<file path="src/rtl/round_key_bank_if.sv">
// Handshake and data bundle between key expansion / round engine (master) and the round-key bank (slave).
interface round_key_bank_if #(
    parameter int WIDTH = 128,
    parameter int IDX_W = 4
);
    logic             clr;
    logic             wr_en;
    logic [IDX_W-1:0] wr_idx;
    logic [WIDTH-1:0] wr_key;
    logic             rd_en;
    logic [IDX_W-1:0] rd_idx;
    logic             seq_start;
    logic             seq_dir;
    logic             key_ready;
    logic             key_valid;
    logic [WIDTH-1:0] key_out;
    logic [IDX_W-1:0] key_idx;
    logic             key_last;
    logic             busy;
    logic             all_loaded;
    logic             err;

    modport master (
        output clr, wr_en, wr_idx, wr_key, rd_en, rd_idx, seq_start, seq_dir, key_ready,
        input  key_valid, key_out, key_idx, key_last, busy, all_loaded, err
    );

    modport slave (
        input  clr, wr_en, wr_idx, wr_key, rd_en, rd_idx, seq_start, seq_dir, key_ready,
        output key_valid, key_out, key_idx, key_last, busy, all_loaded, err
    );
endinterface

</file>
<file path="src/rtl/round_key_bank.sv">
// Round-key store with random read and ascending/descending bursts; key appears one cycle after accept.
// Output register holds while key_valid && !key_ready; reads and burst starts are refused until it frees.
module round_key_bank #(
    parameter int WIDTH    = 128,
    parameter int NUM_KEYS = 11,
    parameter int IDX_W    = 4
) (
    input  logic             clk,
    input  logic             rst,
    round_key_bank_if.slave  bus
);
    localparam logic [IDX_W-1:0] LAST_IDX = IDX_W'(NUM_KEYS - 1);

    typedef enum logic {IDLE, RUN} state_t;

    state_t                state_q, state_d;
    logic                  dir_q, dir_d;
    logic [NUM_KEYS-1:0]   loaded_q, loaded_d;
    logic                  all_loaded_q, all_loaded_d;
    logic                  key_valid_q, key_valid_d;
    logic [WIDTH-1:0]      key_out_q, key_out_d;
    logic [IDX_W-1:0]      key_idx_q, key_idx_d;
    logic                  key_last_q, key_last_d;
    logic                  err_q, err_d;
    logic [WIDTH-1:0]      mem_q [NUM_KEYS];

    logic                  busy, slot_free, wr_ok, wr_bad, rd_acc;
    logic                  start_ok, start_err, beat_acc;
    logic [IDX_W-1:0]      first_idx, step_idx, sel_idx;
    logic [WIDTH-1:0]      sel_key;
    logic                  sel_loaded;

    assign busy      = (state_q == RUN);
    assign slot_free = !key_valid_q || bus.key_ready;
    assign wr_ok     = bus.wr_en && !bus.clr && !busy && (bus.wr_idx <= LAST_IDX);
    assign wr_bad    = bus.wr_en && !bus.clr && (busy || (bus.wr_idx > LAST_IDX));
    assign rd_acc    = bus.rd_en && !busy && slot_free && !bus.seq_start;
    assign start_ok  = !busy && bus.seq_start && all_loaded_q && slot_free;
    assign start_err = !busy && bus.seq_start && !all_loaded_q;
    assign beat_acc  = busy && key_valid_q && bus.key_ready;
    assign first_idx = bus.seq_dir ? LAST_IDX : '0;
    assign step_idx  = dir_q ? (key_idx_q - IDX_W'(1)) : (key_idx_q + IDX_W'(1));
    // One shared read port: next burst index, burst start index, or random read index.
    assign sel_idx   = busy ? step_idx : (bus.seq_start ? first_idx : bus.rd_idx);

    always_comb begin
        sel_key    = '0;
        sel_loaded = 1'b0;
        for (int i = 0; i < NUM_KEYS; i++) begin
            if (sel_idx == IDX_W'(i)) begin
                sel_key    = mem_q[i];
                sel_loaded = loaded_q[i];
            end
        end
    end

    always_comb begin
        state_d      = state_q;
        dir_d        = dir_q;
        loaded_d     = loaded_q;
        key_valid_d  = key_valid_q;
        key_out_d    = key_out_q;
        key_idx_d    = key_idx_q;
        key_last_d   = key_last_q;
        err_d        = wr_bad || start_err;
        all_loaded_d = !bus.clr && (&loaded_q);

        if (bus.clr) begin
            loaded_d = '0;
        end else if (wr_ok) begin
            for (int i = 0; i < NUM_KEYS; i++) begin
                if (bus.wr_idx == IDX_W'(i)) loaded_d[i] = 1'b1;
            end
        end

        case (state_q)
            IDLE: begin
                if (slot_free) key_valid_d = 1'b0;
                if (start_ok) begin
                    state_d     = RUN;
                    dir_d       = bus.seq_dir;
                    key_valid_d = 1'b1;
                    key_idx_d   = first_idx;
                    key_out_d   = sel_key;
                    key_last_d  = (NUM_KEYS == 1);
                end else if (rd_acc) begin
                    key_valid_d = 1'b1;
                    key_idx_d   = bus.rd_idx;
                    key_last_d  = 1'b0;
                    key_out_d   = sel_loaded ? sel_key : '0;
                    if (!sel_loaded) err_d = 1'b1;
                end
            end
            RUN: begin
                if (beat_acc) begin
                    if (key_last_q) begin
                        state_d     = IDLE;
                        key_valid_d = 1'b0;
                        key_last_d  = 1'b0;
                    end else begin
                        key_idx_d  = step_idx;
                        key_out_d  = sel_key;
                        key_last_d = dir_q ? (step_idx == '0) : (step_idx == LAST_IDX);
                    end
                end
            end
            default: state_d = IDLE;
        endcase
    end

    always_ff @(posedge clk) begin
        if (rst) begin
            state_q      <= IDLE;
            dir_q        <= 1'b0;
            loaded_q     <= '0;
            all_loaded_q <= 1'b0;
            key_valid_q  <= 1'b0;
            key_out_q    <= '0;
            key_idx_q    <= '0;
            key_last_q   <= 1'b0;
            err_q        <= 1'b0;
        end else begin
            state_q      <= state_d;
            dir_q        <= dir_d;
            loaded_q     <= loaded_d;
            all_loaded_q <= all_loaded_d;
            key_valid_q  <= key_valid_d;
            key_out_q    <= key_out_d;
            key_idx_q    <= key_idx_d;
            key_last_q   <= key_last_d;
            err_q        <= err_d;
        end
    end

    // Key storage is deliberately not reset.
    always_ff @(posedge clk) begin
        if (wr_ok) begin
            for (int i = 0; i < NUM_KEYS; i++) begin
                if (bus.wr_idx == IDX_W'(i)) mem_q[i] <= bus.wr_key;
            end
        end
    end

    assign bus.key_valid  = key_valid_q;
    assign bus.key_out    = key_out_q;
    assign bus.key_idx    = key_idx_q;
    assign bus.key_last   = key_last_q;
    assign bus.busy       = busy;
    assign bus.all_loaded = all_loaded_q;
    assign bus.err        = err_q;
endmodule

</file>
<file path="src/flat_wrapper.sv">
// flat-port wrapper written by rule: the top's interface ports become plain ports
module round_key_bank_flat 
#(
    parameter int WIDTH    = 128,
    parameter int NUM_KEYS = 11,
    parameter int IDX_W    = 4
)
  (clk, rst, bus_clr, bus_wr_en, bus_wr_idx, bus_wr_key, bus_rd_en, bus_rd_idx, bus_seq_start, bus_seq_dir, bus_key_ready, bus_key_valid, bus_key_out, bus_key_idx, bus_key_last, bus_busy, bus_all_loaded, bus_err);
  round_key_bank_if #(.WIDTH(WIDTH), .IDX_W(IDX_W)) bus_i ();
  input  logic clk;
  input  logic rst;
  input wire logic [$bits(bus_i.clr)-1:0] bus_clr;
  input wire logic [$bits(bus_i.wr_en)-1:0] bus_wr_en;
  input wire logic [$bits(bus_i.wr_idx)-1:0] bus_wr_idx;
  input wire logic [$bits(bus_i.wr_key)-1:0] bus_wr_key;
  input wire logic [$bits(bus_i.rd_en)-1:0] bus_rd_en;
  input wire logic [$bits(bus_i.rd_idx)-1:0] bus_rd_idx;
  input wire logic [$bits(bus_i.seq_start)-1:0] bus_seq_start;
  input wire logic [$bits(bus_i.seq_dir)-1:0] bus_seq_dir;
  input wire logic [$bits(bus_i.key_ready)-1:0] bus_key_ready;
  output wire logic [$bits(bus_i.key_valid)-1:0] bus_key_valid;
  output wire logic [$bits(bus_i.key_out)-1:0] bus_key_out;
  output wire logic [$bits(bus_i.key_idx)-1:0] bus_key_idx;
  output wire logic [$bits(bus_i.key_last)-1:0] bus_key_last;
  output wire logic [$bits(bus_i.busy)-1:0] bus_busy;
  output wire logic [$bits(bus_i.all_loaded)-1:0] bus_all_loaded;
  output wire logic [$bits(bus_i.err)-1:0] bus_err;
  assign bus_i.clr = bus_clr;
  assign bus_i.wr_en = bus_wr_en;
  assign bus_i.wr_idx = bus_wr_idx;
  assign bus_i.wr_key = bus_wr_key;
  assign bus_i.rd_en = bus_rd_en;
  assign bus_i.rd_idx = bus_rd_idx;
  assign bus_i.seq_start = bus_seq_start;
  assign bus_i.seq_dir = bus_seq_dir;
  assign bus_i.key_ready = bus_key_ready;
  assign bus_key_valid = bus_i.key_valid;
  assign bus_key_out = bus_i.key_out;
  assign bus_key_idx = bus_i.key_idx;
  assign bus_key_last = bus_i.key_last;
  assign bus_busy = bus_i.busy;
  assign bus_all_loaded = bus_i.all_loaded;
  assign bus_err = bus_i.err;
  round_key_bank #(.WIDTH(WIDTH), .NUM_KEYS(NUM_KEYS), .IDX_W(IDX_W)) u_core (.clk(clk), .rst(rst), .bus(bus_i));
endmodule
</file>
<file path="config.mk">
export PLATFORM = sky130hd
export DESIGN_NAME = round_key_bank_flat
export DESIGN_NICKNAME = d
export VERILOG_FILES = /design/src/rtl/round_key_bank_if.sv /design/src/rtl/round_key_bank.sv /design/src/flat_wrapper.sv
export SDC_FILE = /design/constraint.sdc
export NUM_CORES = 2
export LEC_CHECK = 0
export ABC_AREA = 1
export CAP_MARGIN = 5
export CORE_ASPECT_RATIO = 2
export CORE_MARGIN = 3
export CORE_UTILIZATION = 45
export CTS_BUF_LIST = sky130_fd_sc_hd__clkbuf_8
export DETAILED_ROUTE_END_ITERATION = 8
export PLACE_DENSITY = 0.71
export SKIP_CTS_REPAIR_TIMING = 1
export SYNTH_ARGS = -nofsm -noshare
export SYNTH_HDL_FRONTEND = slang
export SYNTH_SLANG_ARGS = --single-unit
export TNS_END_PERCENT = 5
</file>
<file path="constraint.sdc">
create_clock -name clk -period 15.5 [get_ports clk]
set_input_delay 1.55 -clock clk [delete_from_list [all_inputs] [get_ports clk]]
set_output_delay 1.55 -clock clk [all_outputs]
set_load 0.01 [all_outputs]
</file>
-- After elaboration in Yosys (flattened, before gate mapping)
Memories as Yosys holds them, arrays and structs flattened.
Cells that the tools add are included.
Widths: inputs -> output; s select.
- bits in registers: 149
- bits in writable memories: 1408
- bits of input ports: 144
- memories kept: 1
- memory list (memory ; depth ; bits a word ; read ports ; clocked after memory_dff ; wr ports ; RTL line ; RTL):
    u_core.mem_q ; 11 ; 128 ; 11 ; 0 ; 1 ; round_key_bank.sv:25 ; logic [WIDTH-1:0] mem_q [NUM_KEYS];
- add/subtract/negate cells: 2
- $lt $le $gt $ge: 2
- equal/unequal tests: 26
- mux-type cells: 120
- bitwise gates (word level): 1
- reductions and logical operators: 52
- operators by type and width (operator ; number):
    $mux 128 ; 26
    $reduce_or 128->1 ; 10
    $pmux 128 s2 ; 1
    $mux 4 ; 18
    $mux 1 ; 71
    $eq 4x3->1 const B ; 8
    $eq 4x4->1 const B ; 7
    $reduce_and 2->1 ; 13
    $eq 4x2->1 const B ; 4
    $logic_and 1x1->1 ; 14
    $logic_not 4->1 ; 3
    $reduce_and 11->1 ; 1
    $eq 4x1->1 const B ; 2
    $pmux 4 s2 ; 1
    $ne 2x2->1 const B ; 3
    $pmux 1 s2 ; 3
    $reduce_and 3->1 ; 2
    $logic_not 1->1 ; 5
    $add 4x1->4 const B ; 1
    $gt 4x4->1 const B ; 1
    $le 4x4->1 const B ; 1
    $ne 4x1->1 const B ; 1
    $sub 4x1->4 const B ; 1
    $logic_or 1x1->1 ; 3
    other kinds (3) ; 3

-- Depth between registers and ports, before layout
- depth in word-level cells: 19
- gate-level depth with buffers: 21
- depth with buffers taken out: 17

-- Worst setup path before layout
No wires, ideal clock.
- path type: input to register
- start: input bus_wr_idx[1]
- end: memory u_core.mem_q[7][0], enable pin
- setup time: 0.775 ns
- arrival time: 10.801 ns
- data required time: 14.725 ns
- path slack: 3.924 ns
- stages: 7
- buffers on the path: 0
- path through: nand2_1 -> inv_1 -> o21ai_0 -> nand2_1 -> nor2_1 -> inv_1 -> nor3_1
- word-level cells in the longest chain between the ends: 15
- elaborated cells on any way between the ends: 76
- those cells by class: order compare: 1; eq/ne: 10; mux: 53; reduce/logical: 12
- ends and longest elaborated chain (element ; RTL line ; RTL):
    start: declaration ; flat_wrapper.sv:14 ; input wire logic [$bits(bus_i.wr_idx)-1:0] bus_wr_idx;
    $le 4x4->1 or $eq 4x1->1 (tied branches) ; round_key_bank.sv:35, round_key_bank.sv:139 ;
    $logic_and 1x1->1 or $mux 1 (tied branches) ; round_key_bank.sv:35, round_key_bank.sv:139 ;
    $mux 1 ; round_key_bank.sv:137 ; if (wr_ok) begin
    $mux 1 (not written as such) ; round_key_bank.sv:139 ; if (bus.wr_idx == IDX_W'(i)) mem_q[i] <= bus.wr_key;
    $reduce_or 128->1 (no line) ; - ;
    $mux 4 (no line) or $mux 1 (tied branches) (10 in a row) ; - ;
    end: declaration ; round_key_bank.sv:25 ;
Several ways; a longest one is shown, not always the timed one.

-- Worst setup path after layout
- start: input bus_seq_start
- end: register u_core.key_out_q[84], in the netlist u_core.bus.key_out[84]
- word-level cells in the longest chain between the ends: 18
- elaborated cells on any way between the ends: 48
- those cells by class: eq/ne: 11; mux: 30; reduce/logical: 7
- ends and longest elaborated chain (element ; RTL line ; RTL):
    start: declaration ; flat_wrapper.sv:18 ; input wire logic [$bits(bus_i.seq_start)-1:0] bus_seq_start;
    $mux 4 (2 in a row) ; round_key_bank.sv:44 ; assign sel_idx = busy ? step_idx : (bus.seq_start ? first_idx : bus.rd_idx);
    $logic_not 4->1 ; round_key_bank.sv:50 ; if (sel_idx == IDX_W'(i)) begin
    $mux 128 or $mux 1 (tied branches) (11 in a row) ; round_key_bank.sv:50 ;
    $mux 128 ; round_key_bank.sv:90 ; key_out_d = sel_loaded ? sel_key : '0;
    $mux 128 ; round_key_bank.sv:86 ; end else if (rd_acc) begin
    $mux 128 ; round_key_bank.sv:79 ; if (start_ok) begin
    $pmux 128 s2 ; round_key_bank.sv:76 ; case (state_q)
    end signal: assignment ; round_key_bank.sv:128 ; key_out_q <= key_out_d;
    end: declaration ; round_key_bank.sv:21 ; logic [WIDTH-1:0] key_out_q, key_out_d;
Several ways; a longest one is shown, not always the timed one. The select of a mux whose other input is x is not followed.
A chain may end at the register's enable or synchronous reset.

==> impl_metrics.prom <==
# TYPE chip_impl_metric gauge
chip_impl_metric{name="clock_skew",unit="ns"} 0.0332
chip_impl_metric{name="number_of_antenna_violations_at_the_first_check_in_global_routing",unit=""} 28
chip_impl_metric{name="vias_per_cell",unit=""} 5.50
chip_impl_metric{name="max-cap-violations",unit=""} 0
chip_impl_metric{name="period_share",unit="%"} 41.8
chip_impl_metric{name="dp_hpwl",unit="um"} 81700
chip_impl_metric{name="firstDrtPassIters",unit=""} 5
chip_impl_metric{name="cts_buffer_depth",unit=""} 3
chip_impl_info{name="rr_startpoint",value="u_core.bus.key_idx[0]"} 1
chip_impl_metric{name="area_delta_synth_final",unit="%"} 14.4
chip_impl_info{name="clockRootBuffer",value="clkbuf_8"} 1
chip_impl_metric{name="cts.clk_slew.worst_paths",unit="ns"} 0.07
chip_impl_metric{name="final_net_count",unit=""} 5397
chip_impl_metric{name="yosys_register_bits",unit=""} 1557
chip_impl_info{name="most_common_cell_after_layout_fill_and_taps_aside",value="edfxtp_1"} 1
chip_impl_info{name="tritoncts",value="done"} 1
chip_impl_metric{name="finalSetupViolCount",unit=""} 0
chip_impl_info{name="timing.rr.end",value="u_core.bus.key_out[37]"} 1
chip_impl_metric{name="num-fill-cells",unit=""} 11000
chip_impl_metric{name="gpl_congestion",unit=""} 0.804
chip_impl_metric{name="syn-num-nets",unit=""} 5120
chip_impl_metric{name="timing.critical_path.arrival",unit="ns"} 7.20
chip_impl_metric{name="power.density",unit="nW/um^2"} 119
chip_impl_metric{name="global_route_wire_length_before_repair",unit="um"} 242000
chip_impl_metric{name="route.detailed.wl_per_inst",unit="um"} 22.8
chip_impl_info{name="hold-path-endpoint",value="u_core.bus.key_out[21]"} 1
chip_impl_info{name="worstSetupStartpointType",value="input pin"} 1
chip_impl_metric{name="floorplan.rows",unit=""} 189
chip_impl_metric{name="cts.sinks",unit=""} 1557
chip_impl_metric{name="static-leakage-power",unit="nW"} 24.2
chip_impl_metric{name="critical_path_peak_fanout",unit=""} 137
chip_impl_metric{name="fmax",unit="GHz"} 0.155
chip_impl_metric{name="dieWidth",unit="um"} 265
chip_impl_metric{name="register_to_register_setup_slack",unit="ns"} 9.42
chip_impl_info{name="outcome",value="finished, final reports clean"} 1
chip_impl_info{name="critPathKind",value="input pin to flip-flop"} 1
chip_impl_metric{name="final_max_slew_viol_count",unit=""} 0
chip_impl_metric{name="drt_wl_total",unit="um"} 163000
chip_impl_info{name="rsz0062_at_grt",value="false"} 1
chip_impl_metric{name="totalPowerFinal",unit="mW"} 8.21
chip_impl_metric{name="timing.final.crit_period",unit="ns"} 6.47
chip_impl_metric{name="mean_syn_cell_area",unit="um^2"} 12.1
chip_impl_metric{name="final_hold_viol_count",unit=""} 0
chip_impl_metric{name="clock_latency_at_the_later_pin_of_the_worst_skew_pair",unit="ns"} 0.92
chip_impl_metric{name="max-slew-margin-rel",unit="%"} 24.6
chip_impl_info{name="min_path_type",value="flip-flop to flip-flop"} 1
chip_impl_metric{name="drc",unit=""} 0
chip_impl_metric{name="max-vdd-ir-drop",unit="mV"} 0.128
chip_impl_metric{name="grt_start_max_net_pins",unit=""} 150
chip_impl_metric{name="globalRouteOverflowTotal",unit=""} 0
chip_impl_metric{name="seq_total_area_yosys",unit="%"} 75.2
chip_impl_metric{name="worst-r2r-cell-count",unit=""} 20
chip_impl_metric{name="synthesis.area",unit="um^2"} 60200
chip_impl_metric{name="ant_nets",unit=""} 0
chip_impl_metric{name="buffer_ports.inserted",unit=""} 280
chip_impl_metric{name="design.core.area",unit="um^2"} 133000
chip_impl_metric{name="final_cells",unit=""} 7159
chip_impl_metric{name="io_pins",unit=""} 281
chip_impl_metric{name="via_count_of_the_first_global_routing_pass",unit=""} 39700
chip_impl_metric{name="dr_total_vias",unit=""} 39300
chip_impl_metric{name="numCtsBuffers",unit=""} 206
chip_impl_metric{name="detail_route.iter0.violations",unit=""} 3461
chip_impl_metric{name="floorplan.initialDensity",unit="%"} 45.4
chip_impl_metric{name="drive_gt1_share",unit="%"} 6.89
chip_impl_metric{name="place_inst",unit=""} 6759
chip_impl_info{name="final_cell_mix",value="1408 x edfxtp_1, 1353 x nand2_1, 496 x nor2_1"} 1
chip_impl_metric{name="die_height",unit="um"} 523
chip_impl_metric{name="syn_inst_count",unit=""} 4971
chip_impl_metric{name="yosys.cell_types.count",unit=""} 37
chip_impl_info{name="source_of_the_worst_hold_timing_path",value="u_core.bus.key_out[21]"} 1
chip_impl_metric{name="yosysWarnings",unit=""} 0
chip_impl_metric{name="worst_ep_required_time",unit="ns"} 16.23
chip_impl_metric{name="die_area",unit="um^2"} 139000
chip_impl_metric{name="cts-htree-levels",unit=""} 4
chip_impl_metric{name="worstHoldPathCells",unit=""} 2
chip_impl_metric{name="gr-usage-all-layers",unit="%"} 23.3
chip_impl_metric{name="timing.setup.tns",unit="ns"} 0
chip_impl_info{name="crit_path_end_kind",value="flip-flop"} 1
chip_impl_metric{name="tightest_slew",unit="ns"} 1.13
worst max-delay path: stages:
cell	delay (ns)
clkdlybuf4s50_1	0.58
nor2_4	0.08
nand2_1	0.18
nand2_8	0.43
nor2_4	0.89
buf_4	0.45
inv_2	0.35
nor3_4	0.33
buf_12	0.62
nand2_1	0.13
nand2_1	0.13
nand4_1	0.11
buf_4	0.31
buf_4	0.57
nand2_1	0.19
a21oi_1	0.08
worst max path at each step:
stage	from	end	slack (ns)
after floorplan	bus_wr_idx[1]	u_core.mem_q[7][0]	3.92
after global placement	bus_seq_start	u_core.bus.key_out[82]	8.25
after detailed placement	bus_seq_start	u_core.bus.key_out[84]	8.16
after CTS	bus_seq_start	u_core.bus.key_out[84]	9.15
after global routing	bus_seq_start	u_core.bus.key_out[78]	8.84
final	bus_seq_start	u_core.bus.key_out[84]	9.03
state kept, by name (all words and copies together) (netlist names), 4 cells and up:
register,count
u_core.bus.key_idx,4
u_core.loaded_q,11
u_core.mem_q,1408
u_core.bus.key_out,128
where the power goes:
| group | switching, mW | internal [mW] | leakage (nW) | total [mW] |
|---|---|---|---|---|
| Combinational | 0.344 | 0.149 | 7.86 | 0.493 |
| Clock | 1.52 | 1.57 | 2.45 | 3.09 |
| Sequential | 0.0170 | 4.61 | 13.9 | 4.63 |
| Total | 1.88 | 6.33 | 24.2 | 8.21 |
synthesized netlist by cell type:
cell	number	area (um^2)
o21ai_0	133	666
nand4_2	2	25.0
inv_4	1	6.26
nand4_1	284	1780
o21ba_2	3	30.0
a41oi_1	2	17.5
a21oi_1	211	1060
or2_1	1	6.26
inv_2	12	45.0
nand3_1	82	410
nor3_1	28	140
nor3_4	3	48.8
fa_1	1	20.0
a31oi_1	3	18.8
nand2_2	3	18.8
inv_1	399	1500
nor2_4	2	22.5
o21ai_1	3	15.0
nor3_2	5	50.1
buf_4	9	67.6
a211oi_1	1	7.51
nand3b_1	1	7.51
buf_2	77	385
nor2_1	505	1900
nand2_4	1	11.3
ha_1	4	50.1
nand3_2	3	30.0
o211ai_1	80	601
dfxtp_1	149	2980
nor4_1	28	175
edfxtp_1	1408	42300
a21boi_4	1	18.8
clkbuf_1	151	567
nor2_2	2	12.5
buf_1	7	26.3
nand2_1	1353	5080
buf_6	13	146
cells by family after synthesis:
kind of cell	share of synthesized area, %
adder cells (fa/ha/maj)	0.116
buffers and inverters	4.55
AO/OA/AOI/OAI	4.04
flip-flops	75.2
AND/OR/NAND/NOR	16.1
per-stage QoR:
stage / cell area, um^2 / worst slack [ns] / util (%) / hold WS (ns)
floorplan: 60200 / 3.92 / - / 0.436
global placement: 64600 / 8.25 / 48.7 / 0.455
detailed placement: 64600 / 8.16 / 48.7 / 0.457
CTS: 68900 / 9.15 / 51.9 / 0.468
global route: 68900 / 8.84 / 51.9 / 0.484
finish: 68900 / 9.03 / 51.9 / 0.464
cell type report:
cell class	count	area, um^2	share of cell area [%]
Multi-Input combinational cell	2745	12400	17.9
Timing Repair Buffer	326	3320	4.82
Clock buffer	226	3110	4.52
Inverter	412	1560	2.26
Tap cell	1719	2150	3.12
Clock inverter	166	1110	1.61
Antenna cell	8	20.0	0.0291
Sequential cell	1557	45300	65.7
layer usage:
metal	vias to the layer above	track usage, %	routed length, um
met5	-	0	112
met4	16	8.95	4760
met3	373	4.26	13100
met2	1867	41.5	83200
met1	19300	28.3	62000
li1	17700	-	-
(Power assumes the default switching activity.)
